$ cat src/rtl/tone_env_pwm.sv
// Envelope-shaped PWM speaker driver: gates a square-wave tone with an ADSR-style level.
// Define ENV_SUSTAIN_DECAY_EN to make SUSTAIN slowly decay toward a floor of 128.
module tone_env_pwm #(
  parameter int unsigned ENV_STEP_DIV = 19531,
  parameter int unsigned ATTACK_STEP  = 1
) (
  input  logic       clk,
  input  logic       reset,
  input  logic       tone_in,
  input  logic       key_on,
  output logic       pwm_out,
  output logic [7:0] env_level,
  output logic       busy
);

  // state   | meaning
  // IDLE    | silent, env_level held at 0
  // ATTACK  | key held, level rises by ATTACK_STEP per tick up to 255
  // SUSTAIN | key held at full level (optionally decaying to 128)
  // RELEASE | key released, level falls by 1 per tick down to 0
  typedef enum logic [1:0] {IDLE, ATTACK, SUSTAIN, RELEASE} state_t;

  localparam int TW = $clog2(ENV_STEP_DIV);
  localparam logic [TW-1:0] TICK_LAST = TW'(ENV_STEP_DIV - 1);
  localparam logic [8:0] STEP9 = 9'(ATTACK_STEP);

  logic          tone_s1, tone_s2;
  logic          key_s1, key_s2;
  logic [TW-1:0] tick_cnt;
  logic          tick;
  logic [7:0]    pwm_cnt;
  logic [8:0]    attack_sum;
  logic [7:0]    level_nx;
  state_t        state, state_nx;

  always_ff @(posedge clk or negedge reset) begin
    if (!reset) begin
      tone_s1 <= 1'b0;
      tone_s2 <= 1'b0;
      key_s1  <= 1'b0;
      key_s2  <= 1'b0;
    end else begin
      tone_s1 <= tone_in;
      tone_s2 <= tone_s1;
      key_s1  <= key_on;
      key_s2  <= key_s1;
    end
  end

  assign tick = (tick_cnt == TICK_LAST);

  always_ff @(posedge clk or negedge reset) begin
    if (!reset)    tick_cnt <= '0;
    else if (tick) tick_cnt <= '0;
    else           tick_cnt <= tick_cnt + 1'b1;
  end

`ifdef ENV_SUSTAIN_DECAY_EN
  logic [1:0] decay_cnt;

  // Counts SUSTAIN ticks so the level drops on every fourth one.
  always_ff @(posedge clk or negedge reset) begin
    if (!reset)                decay_cnt <= 2'd0;
    else if (state != SUSTAIN) decay_cnt <= 2'd0;
    else if (tick)             decay_cnt <= decay_cnt + 2'd1;
  end
`endif

  assign attack_sum = {1'b0, env_level} + STEP9;

  always_ff @(posedge clk or negedge reset) begin
    if (!reset) begin
      state     <= IDLE;
      env_level <= 8'd0;
    end else begin
      state     <= state_nx;
      env_level <= level_nx;
    end
  end

  // Key transitions are checked before ticks so a key change always wins a tie.
  always_comb begin
    state_nx = state;
    level_nx = env_level;
    case (state)
      IDLE: begin
        level_nx = 8'd0;
        if (key_s2) state_nx = ATTACK;
      end
      ATTACK: begin
        if (!key_s2) begin
          state_nx = RELEASE;
        end else if (tick) begin
          if (attack_sum >= 9'd255) begin
            level_nx = 8'd255;
            state_nx = SUSTAIN;
          end else begin
            level_nx = attack_sum[7:0];
          end
        end
      end
      SUSTAIN: begin
        if (!key_s2) state_nx = RELEASE;
`ifdef ENV_SUSTAIN_DECAY_EN
        else if (tick && (decay_cnt == 2'd3) && (env_level > 8'd128))
          level_nx = env_level - 8'd1;
`endif
      end
      RELEASE: begin
        if (key_s2) begin
          state_nx = ATTACK;
        end else if (tick) begin
          if (env_level <= 8'd1) begin
            level_nx = 8'd0;
            state_nx = IDLE;
          end else begin
            level_nx = env_level - 8'd1;
          end
        end
      end
      default: begin
        state_nx = IDLE;
        level_nx = 8'd0;
      end
    endcase
  end

  assign busy = (state != IDLE);

  always_ff @(posedge clk or negedge reset) begin
    if (!reset) begin
      pwm_cnt <= 8'd0;
      pwm_out <= 1'b0;
    end else begin
      pwm_cnt <= pwm_cnt + 8'd1;
      pwm_out <= tone_s2 & (pwm_cnt < env_level);
    end
  end

endmodule

$ cat config.mk
export PLATFORM = sky130hd
export DESIGN_NAME = tone_env_pwm
export DESIGN_NICKNAME = d
export VERILOG_FILES = /design/src/rtl/tone_env_pwm.sv
export SDC_FILE = /design/constraint.sdc
export NUM_CORES = 1
export LEC_CHECK = 0
export ABC_AREA = 0
export ABC_CLOCK_PERIOD_IN_PS = 2800
export BUFFER_PORTS_ARGS = -buffer_cell sky130_fd_sc_hd__buf_2
export CAP_MARGIN = 0
export CORE_MARGIN = 2
export CORE_UTILIZATION = 60
export CTS_CLUSTER_SIZE = 25
export DETAILED_ROUTE_END_ITERATION = 7
export PLACE_DENSITY = 0.85
export SKIP_LAST_GASP = 1
export SYNTH_ARGS = -nofsm -noshare
export SYNTH_HDL_FRONTEND = slang
export SYNTH_SLANG_ARGS = --single-unit
$ cat constraint.sdc
create_clock -name clk -period 2.8 [get_ports clk]
set_input_delay 0.14 -clock clk [delete_from_list [all_inputs] [get_ports clk]]
set_output_delay 0.14 -clock clk [all_outputs]
set_load 0.01 [all_outputs]
==> flow_metrics.tcl, run 1 <==
set metrics [dict create \
    antenna_cells 0 \
    die_w_microns 66.7 \
    seqPwrFrac_pct 37.3 \
    r2r_slack_ns 0.31 \
    hold_violations 0 \
    fmax_mhz 402 \
    leakage_nw 1.17 \
    internal-power_w 0.00118 \
    initial_core_util_pct 63.4 \
    dp_hpwl_mm 3.33 \
    drc 0 \
    drt-pass1-iter-count 4 \
    hold_depth 0 \
    postCtsSetupBuffers 0 \
    place_ws_ns 0.352 \
    worst_ep_arrival_time_ns 2.67 \
    cts-hold-fix-buffers 3 \
    power_density_nw_per_um2 822 \
    finalWirelength_mm 4.72 \
    fin_total_pwr_w 0.00211 \
    rsz0062_at_grt "no" \
    r2r_cells 8 \
    ys_seq_elements 38 \
    r2r_start "env_level[0]" \
    cts-root-buf "clkbuf_8" \
    crit_type "reg -> reg" \
    syn_area_sq_um 2360 \
    place_inst 302 \
    hold_class "reg -> reg" \
    nNetsFinal 286 \
    worst_pin_slew_ns 0.852 \
    status "finished clean" \
    worstHoldStart "key_s1" \
    ys_types 46 \
    grt_pass1_wl_mm 8.35 \
    crit_required_ns 2.98 \
    final_layout_size_suffix_gt1_share_pct 10.9 \
    fp.dieH_microns 66.7 \
    numCtsBuffers 5 \
    area_growth_pct 8.65 \
    layout_min_cycle_time_ns 2.49 \
    swShare_pct 43.9 \
    ir_drop_v 0.000388 \
    yosys_warnings 0 \
    grt_use_total_pct 25.2 \
    fin_cells 313 \
    cts_sinks 38 \
    postRouteAntennaNets 0 \
    worstSetupEndpointType "flop" \
    startpoint_type "flop" \
    p_comb_share_pct 43.9 \
    cts_max_path_buffers 2 \
    grt_pass1_vias 1781 \
    clkTransAtPathRegs_ns 0.08 \
    gp_congestion 0.959 \
    grt_overflow 0 \
    path_buf_inv 1 \
    synthesis.nets 271 \
    finalCritPeriodShare_pct 88.9 \
    async_reset_ff_share_pct 100 \
    maxCapViolations 0 \
    p_sw_w 0.000925 \
    drt_iter0_markers 226 \
    cts_tree "built" \
    path_delay_family "compound AO/OA/AOI/OAI gates" \
    crit_fanout 11 \
    synthCells 249 \
    slew_headroom_pct 43.2 \
    clk_latency_ns 0.29 \
    tns_ns 0 \
    r2r_end "state[1]" \
    num_vias 1880 \
    design.portCount 14 \
    synth_edf_count 0 \
    drv_slew 0 \
    finalSetupViolCount 0 \
    fp-row-count 22 \
    io_buffer_count 13 \
    synthFlopType "dfrtp_1" \
    synth-seq-area-share_pct 40.3 \
    dieArea_sq_um 4450 \
    wl_per_cell_microns 15.1 \
    cts_max_level 2 \
    setup_ws_ns 0.312 \
    coreArea_sq_um 3720 \
    fin_skew_ns 0.00676 \
    min_to "key_s2" \
    antenna_found_initial 0 \
    fillers 298 \
    clockPowerShare_pct 18.8 \
    viasPerCell 6.01 \
    crit_slowest_cell "dfrtp_1" \
    cpPeakStageDelay_ns 0.54 \
    grt_max_degree 39 \
    ctsResizeCount 0 \
    crit_chain "inv_1 > ha_1 > nor2_1 > o41a_1 > nor3_2 > a22o_1 > a41o_2 > mux2_1" \
    avgSynthCellArea_sq_um 9.47 \
]
layer usage:
metal | vias to the layer above | GRT usage (%) | routed length, microns | share of wire (%)
met4 | 0 | 9.44 | 76 | 1.6
li1 | 922 | - | - | -
met5 | - | 0 | 0 | 0
met1 | 892 | 33.2 | 2120 | 45
met3 | 5 | 5.24 | 264 | 5.6
met2 | 61 | 40.9 | 2260 | 48
power by group through the flow:
stage | Sequential (W) | Combinational (W) | Clock [W]
after detailed placement | 0.000792 | 0.000910 | 0
after CTS | 0.000781 | 0.000917 | 0.000405
final | 0.000786 | 0.000925 | 0.000396
after floorplan | 0.000730 | 0.000764 | 0
after global routing | 0.000806 | 0.00104 | 0.000432
after global placement | 0.000783 | 0.000890 | 0
Yosys cell counts, drive strengths merged, types with 2 or more instances:
master	instances	area, sq um
a21o	2	15.0
a21oi	8	40.0
a31oi	8	50.1
and2	2	12.5
and3	4	25.0
and4	3	26.3
buf	6	42.5
clkbuf	3	11.3
dfrtp	38	951
ha	18	225
inv	18	67.6
nand2	10	37.5
nand2b	5	31.3
nand3	16	80.1
nand4	4	25.0
nand4bb	2	22.5
nor2	24	90.1
nor2b	3	18.8
nor3	14	75.1
nor4	3	33.8
o211ai	4	30.0
o21ai	14	70.1
o22ai	3	18.8
or4	3	30.0
xnor2	11	96.3
xor2	8	70.1
per-stage QoR:
step / util [%] / area [sq um] / hold slack [ns]
3_5_place_dp: 65.6 / 2440 / 0.249
5_1_grt: 68.9 / 2560 / 0.361
6_report: 68.9 / 2560 / 0.351
3_3_place_gp: 65.6 / 2440 / 0.249
2_1_floorplan: - / 2360 / -0.156
4_1_cts: 68.9 / 2560 / 0.354
final cells by class:
type | count | area [sq um] | share of cell area, %
clock buffer | 6 | 82.6 | 3.22
clock inverter | 2 | 12.5 | 0.489
inverter | 18 | 67.6 | 2.64
multi-input combinational | 184 | 1280 | 50.2
sequential | 38 | 951 | 37.1
tap | 48 | 60.1 | 2.34
timing repair buffer | 17 | 103 | 4.01
placed cells by master, fill, tap and decap left out, types with 5 or more instances in the layout:
master and instances:
nor2_1 24, buf_2 13, nand2b_1 5, nand2_1 10, nor3_1 13, nand3_1 16
ha_1 18, xor2_1 8, xnor2_1 11, a21oi_1 8, o21ai_1 6, o21ai_0 8
a31oi_1 8, inv_1 18, clkbuf_8 6, dfrtp_1 38
sequential cells by signal, indices dropped and copies added (netlist names):
signal     count
key_s1         1
env_level      8
tone_s1        1
key_s2         1
state          2
tick_cnt      15
pwm_cnt        8
tone_s2        1
pwm_out        1
worst max-delay path by stage:
stage | start | end | slack, ns | cells past startpoint
finish | env_level[0] | state[1] | 0.31 | 8
global route | env_level[0] | state[1] | 0.16 | 8
CTS | env_level[5] | state[1] | 0.35 | 6
detailed placement | env_level[5] | state[1] | 0.35 | 6
global placement | env_level[5] | state[1] | 0.43 | 6
floorplan | env_level[7] | state[1] | 0.51 | 7
kinds of logic (layout without fill, tap and decap cells):
family                   Yosys count  count (layout)  synth area share [%]
AND/OR/NAND/NOR                   94              94                  21.9
buffers and inverters             27              43                  5.15
multiplexers                       2               2                 0.902
adder cells (fa/ha/maj)           18              18                  9.55
AO/OA/AOI/OAI                     51              51                  15.1
flip-flops                        38              38                  40.3
XOR/XNOR                          19              19                  7.06
(Power assumes the default switching activity.)
==> inputs of run 2 (changes only) <==
- BUFFER_PORTS_ARGS: -buffer_cell sky130_fd_sc_hd__buf_2 -> unset
- CORE_UTILIZATION: 60 -> 63
- DONT_BUFFER_PORTS: unset -> 1
==> flow_metrics.tcl, run 2 (synthesized netlist as in run 1, its figures left out) <==
set metrics [dict create \
    cts_tree "built" \
    drt-pass1-iter-count 4 \
    io_buffer_count 0 \
    hold_violations 0 \
    crit_slowest_cell "dfrtp_1" \
    seqPwrFrac_pct 34.9 \
    coreArea_sq_um 3630 \
    grt_use_total_pct 26.3 \
    crit_required_ns 2.98 \
    swShare_pct 42.5 \
    fin_skew_ns 0.0122 \
    final_layout_size_suffix_gt1_share_pct 7.81 \
    layout_commonest_cell "dfrtp_1" \
    rsz0062_at_grt "no" \
    layout_min_cycle_time_ns 2.57 \
    ctsResizeCount 0 \
    antenna_cells 0 \
    reg.largest.list "tick_cnt: 15 flops, env_level: 8 flops, pwm_cnt: 8 flops" \
    design.portCount 14 \
    cts_max_level 2 \
    internal-power_w 0.00127 \
    cts_max_path_buffers 2 \
    post-route-util_pct 70.6 \
    p_sw_w 0.000935 \
    maxCapViolations 0 \
    finalWirelength_mm 4.90 \
    leakage_nw 1.16 \
    drc 0 \
    worstSetupEndpointType "flop" \
    slew_headroom_pct 63.9 \
    clockPowerShare_pct 21.6 \
    grt_pass1_vias 1762 \
    p_comb_share_pct 43.5 \
    fp-row-count 22 \
    clk_latency_ns 0.29 \
    tns_ns 0 \
    dieArea_sq_um 4250 \
    crit_start "env_level[0]" \
    ir_drop_v 0.000508 \
    startpoint_type "flop" \
    fmax_mhz 389 \
    drv_slew 0 \
    status "finished clean" \
    fp.dieH_microns 65.2 \
    nNetsFinal 278 \
    postCtsSetupBuffers 0 \
    crit_type "reg -> reg" \
    fillers 277 \
    power_density_nw_per_um2 859 \
    cpPeakStageDelay_ns 0.60 \
    die_w_microns 65.2 \
    area_growth_pct 8.76 \
    initial_core_util_pct 64.9 \
    wl_per_cell_microns 16.1 \
    hold_class "in -> async" \
    crit_fanout 11 \
    layout.cells.most_common_list "dfrtp_1, nor2_1, inv_1, ha_1, nand3_1" \
    num_vias 1921 \
    clkTransAtPathRegs_ns 0.08 \
    drt_iter0_markers 421 \
    cts-root-buf "clkbuf_8" \
    grt_pass1_wl_mm 8.50 \
    worst_ep_arrival_time_ns 2.76 \
    r2r_start "env_level[0]" \
    r2r_cells 8 \
    antenna_found_initial 0 \
    postRouteAntennaNets 0 \
    dp_hpwl_mm 3.42 \
    grt_max_degree 39 \
    finalCritPeriodShare_pct 91.9 \
    finalSetupViolCount 0 \
    r2r_end "state[1]" \
    gp_congestion 0.979 \
    worst_pin_slew_ns 0.540 \
    viasPerCell 6.32 \
    numCtsBuffers 5 \
    grt_overflow 0 \
    regMostFlops "tick_cnt" \
    cts_sinks 38 \
    r2r_slack_ns 0.23 \
    crit_chain "inv_1 > ha_1 > nand2b_1 > a21oi_1 > o21ai_0 > a22oi_1 > a41o_2 > mux2_1" \
    largest_reg_flops 15 \
]
## run 2: per-layer routing
| layer | part of all wire (%) | global-route usage (%) |
|---|---|---|
| met2 | 49 | 42.2 |
| met1 | 43 | 35.3 |
| met3 | 6.6 | 6.34 |
| met4 | 1.4 | 8.59 |
| met5 | 0 | 0 |
## run 2: stage by stage
| stage | hold WS, ns | cell area, sq um | total power [W] | setup WS (ns) | instances |
|---|---|---|---|---|---|
| after floorplan | -0.156 | 2360 | 0.00149 | 0.511 | 249 |
| after global placement | -0.155 | 2400 | 0.00168 | 0.368 | 293 |
| after detailed placement | -0.155 | 2400 | 0.00169 | 0.322 | 293 |
| after CTS | 0.291 | 2560 | 0.00219 | 0.276 | 304 |
| after global routing | 0.306 | 2560 | 0.00236 | 0.0457 | 304 |
| final | 0.282 | 2560 | 0.00220 | 0.227 | 304 |
## run 2: how the worst max path moves through the flow
stage | slack [ns] | depth (start not counted) | end
2_1_floorplan | 0.51 | 7 | state[1]
3_3_place_gp | 0.37 | 8 | state[1]
3_5_place_dp | 0.32 | 8 | state[1]
4_1_cts | 0.28 | 8 | state[1]
5_1_grt | 0.05 | 8 | state[1]
6_report | 0.23 | 8 | state[1]
## run 2: critical path: cells and delay by family (launching register included)
family          cells  cell delay [ns]
buf+inv             1             0.21
compound gates      4             0.87
flops               1             0.60
simple gates        1             0.08
mux                 1             0.32
fa+ha+maj           1             0.39
## run 2: power groups by stage
stage	registers, W	logic [W]	clock network (W)
after floorplan	0.000730	0.000764	0
after global placement	0.000771	0.000909	0
after detailed placement	0.000773	0.000916	0
after CTS	0.000762	0.000941	0.000487
after global routing	0.000783	0.00107	0.000510
final	0.000769	0.000957	0.000477
## run 2: area by class of cell
class                      instances  area [sq um]  area share (%)
clock buffer                       6          82.6            3.22
tap                               48          60.1            2.34
timing repair buffer               9          87.6            3.42
clock inverter                     1          30.0            1.17
sequential                        38           951            37.1
multi-input combinational        184          1280            50.1
inverter                          18          67.6            2.64
## run 2: repair_timing
action	CTS	global route
endpoints found under the setup margin	0	0
endpoints found under the hold margin	40	0
hold buffers	4	0
==> inputs of run 3 (changes only) <==
==> constraint.sdc (replaced) <==
create_clock -name clk -period 2.8 [get_ports clk]
set_input_delay 0.7 -clock clk [delete_from_list [all_inputs] [get_ports clk]]
set_output_delay 0.7 -clock clk [all_outputs]
set_load 0.01 [all_outputs]
==> flow_metrics.tcl, run 3 (synthesized netlist as in run 1, its figures left out) <==
set metrics [dict create \
    startpoint_type "flop" \
    rsz0062_at_grt "no" \
    path_buf_inv 1 \
    drc 0 \
    cts_sinks 38 \
    cts_max_path_buffers 2 \
    highest_layer "met4" \
    hold_class "in -> async" \
    slew_headroom_pct 64.0 \
    gp_congestion 0.979 \
    cts_max_level 2 \
    nNetsFinal 274 \
    ir_drop_v 0.000511 \
    initial_core_util_pct 64.9 \
    cts_tree "built" \
    crit_required_ns 2.98 \
    reg.largest.list "tick_cnt: 15 flops, env_level: 8 flops, pwm_cnt: 8 flops" \
    r2r_start "env_level[0]" \
    layout.cells.most_common_list "dfrtp_1, nor2_1, inv_1, ha_1, nand3_1" \
    grt_pass1_vias 1763 \
    dp_hpwl_mm 3.42 \
    fin_total_pwr_w 0.00219 \
    finalSetupViolCount 0 \
    hold_violations 0 \
    power_density_nw_per_um2 871 \
    crit_type "reg -> reg" \
    wirelength_met1_mm 1.99 \
    cpPeakStageDelay_ns 0.59 \
    io_buffer_count 0 \
    layout_min_cycle_time_ns 2.57 \
    grt_pass1_wl_mm 8.29 \
    drt-pass1-iter-count 4 \
    area_growth_pct 6.63 \
    fp-row-count 22 \
    num_vias 1881 \
    fmax_mhz 389 \
    post-route-util_pct 69.2 \
    regMostFlops "tick_cnt" \
    antenna_cells 0 \
    tns_ns 0 \
    postCtsSetupBuffers 0 \
    fp.dieH_microns 65.2 \
    finalCritPeriodShare_pct 91.8 \
    grt_overflow 0 \
    wl_per_cell_microns 16.1 \
    path_delay_family "compound AO/OA/AOI/OAI gates" \
    dr_wl_met2_mm 2.39 \
    cts-root-buf "clkbuf_8" \
    drv_slew 0 \
    worst_ep_arrival_time_ns 2.75 \
    final_layout_size_suffix_gt1_share_pct 7.54 \
    maxCapViolations 0 \
    crit_fanout 11 \
    die_w_microns 65.2 \
    dr_wl_met3_microns 376 \
    crit_start "env_level[0]" \
    design.portCount 14 \
    viasPerCell 6.27 \
    largest_reg_flops 15 \
    status "finished clean" \
    dieArea_sq_um 4250 \
    cts-hold-fix-buffers 0 \
    leakage_nw 1.13 \
    numCtsBuffers 5 \
    drt_iter0_markers 331 \
    crit_slowest_cell "dfrtp_1" \
    worst_pin_slew_ns 0.539 \
    antenna_found_initial 0 \
    postRouteAntennaNets 0 \
    clk_latency_ns 0.29 \
    clkTransAtPathRegs_ns 0.08 \
    grt_use_total_pct 25.6 \
    finalWirelength_mm 4.84 \
    fillers 288 \
    layout_commonest_cell "dfrtp_1" \
    fin_skew_ns 0.0106 \
    coreArea_sq_um 3630 \
    grt_max_degree 39 \
    crit_chain "inv_1 > ha_1 > nand2b_1 > a21oi_1 > o21ai_0 > a22oi_1 > a41o_2 > mux2_1" \
    worstSetupEndpointType "flop" \
    ctsResizeCount 0 \
]
==> run 3: changes by cell type in the layout (fill, tap and decap cells not counted) <==
cell / previous run / this run
dlygate4sd3_1: 3 / 0
buf_12: 1 / 0
==> run 3: worst register-to-register path: cells and delay by family (launching register included) <==
family | cells | cell delay (ns)
and+or+nand+nor | 1 | 0.08
adders and majority gates | 1 | 0.39
DFF | 1 | 0.59
buffers and inverters | 1 | 0.21
AOI/OAI and AO/OA | 4 | 0.86
muxes | 1 | 0.32
==> run 3: power by group <==
group          internal, W  total, W  switching [W]
clock             0.000285  0.000479       0.000194
sequential        0.000622  0.000766       0.000144
combinational     0.000355  0.000944       0.000589
==> run 3: path summary, 6_finish.rpt <==
path | slack, ns | depth (start not counted) | to
setup / recovery | 0.23 | 8 | state[1]
hold reg to reg | 0.35 | 0 | key_s2
hold / removal | 0.09 | 0 | env_level[3]
max in group asynchronous | 2.62 | 0 | env_level[6]
min in group clk | 0.35 | 0 | key_s2
setup reg to reg | 0.23 | 8 | state[1]
==> run 3: per-stage QoR <==
stage	instances	hold WS, ns	setup slack [ns]	cell area [sq um]
5_1_grt	300	0.0804	0.0457	2510
3_5_place_dp	293	0.340	0.322	2400
2_1_floorplan	249	0.331	0.511	2360
3_3_place_gp	293	0.334	0.368	2400
6_report	300	0.0895	0.231	2510
4_1_cts	300	0.0834	0.276	2510
==> run 3: cell type report <==
cell class                      count  area [sq um]  share of cell area [%]
Inverter                           18          67.6                    2.69
Multi-Input combinational cell    184          1280                    51.1
Clock buffer                        6          82.6                    3.29
Sequential cell                    38           951                    37.8
Clock inverter                      1          30.0                    1.19
Tap cell                           48          60.1                    2.39
Timing Repair Buffer                5          37.5                    1.49
==> run 3: metal layers <==
metal	GRT usage (%)	vias up
met3	6.34	11
li1	-	901
met2	40.1	87
met5	0	-
met1	34.3	882
met4	10.2	0
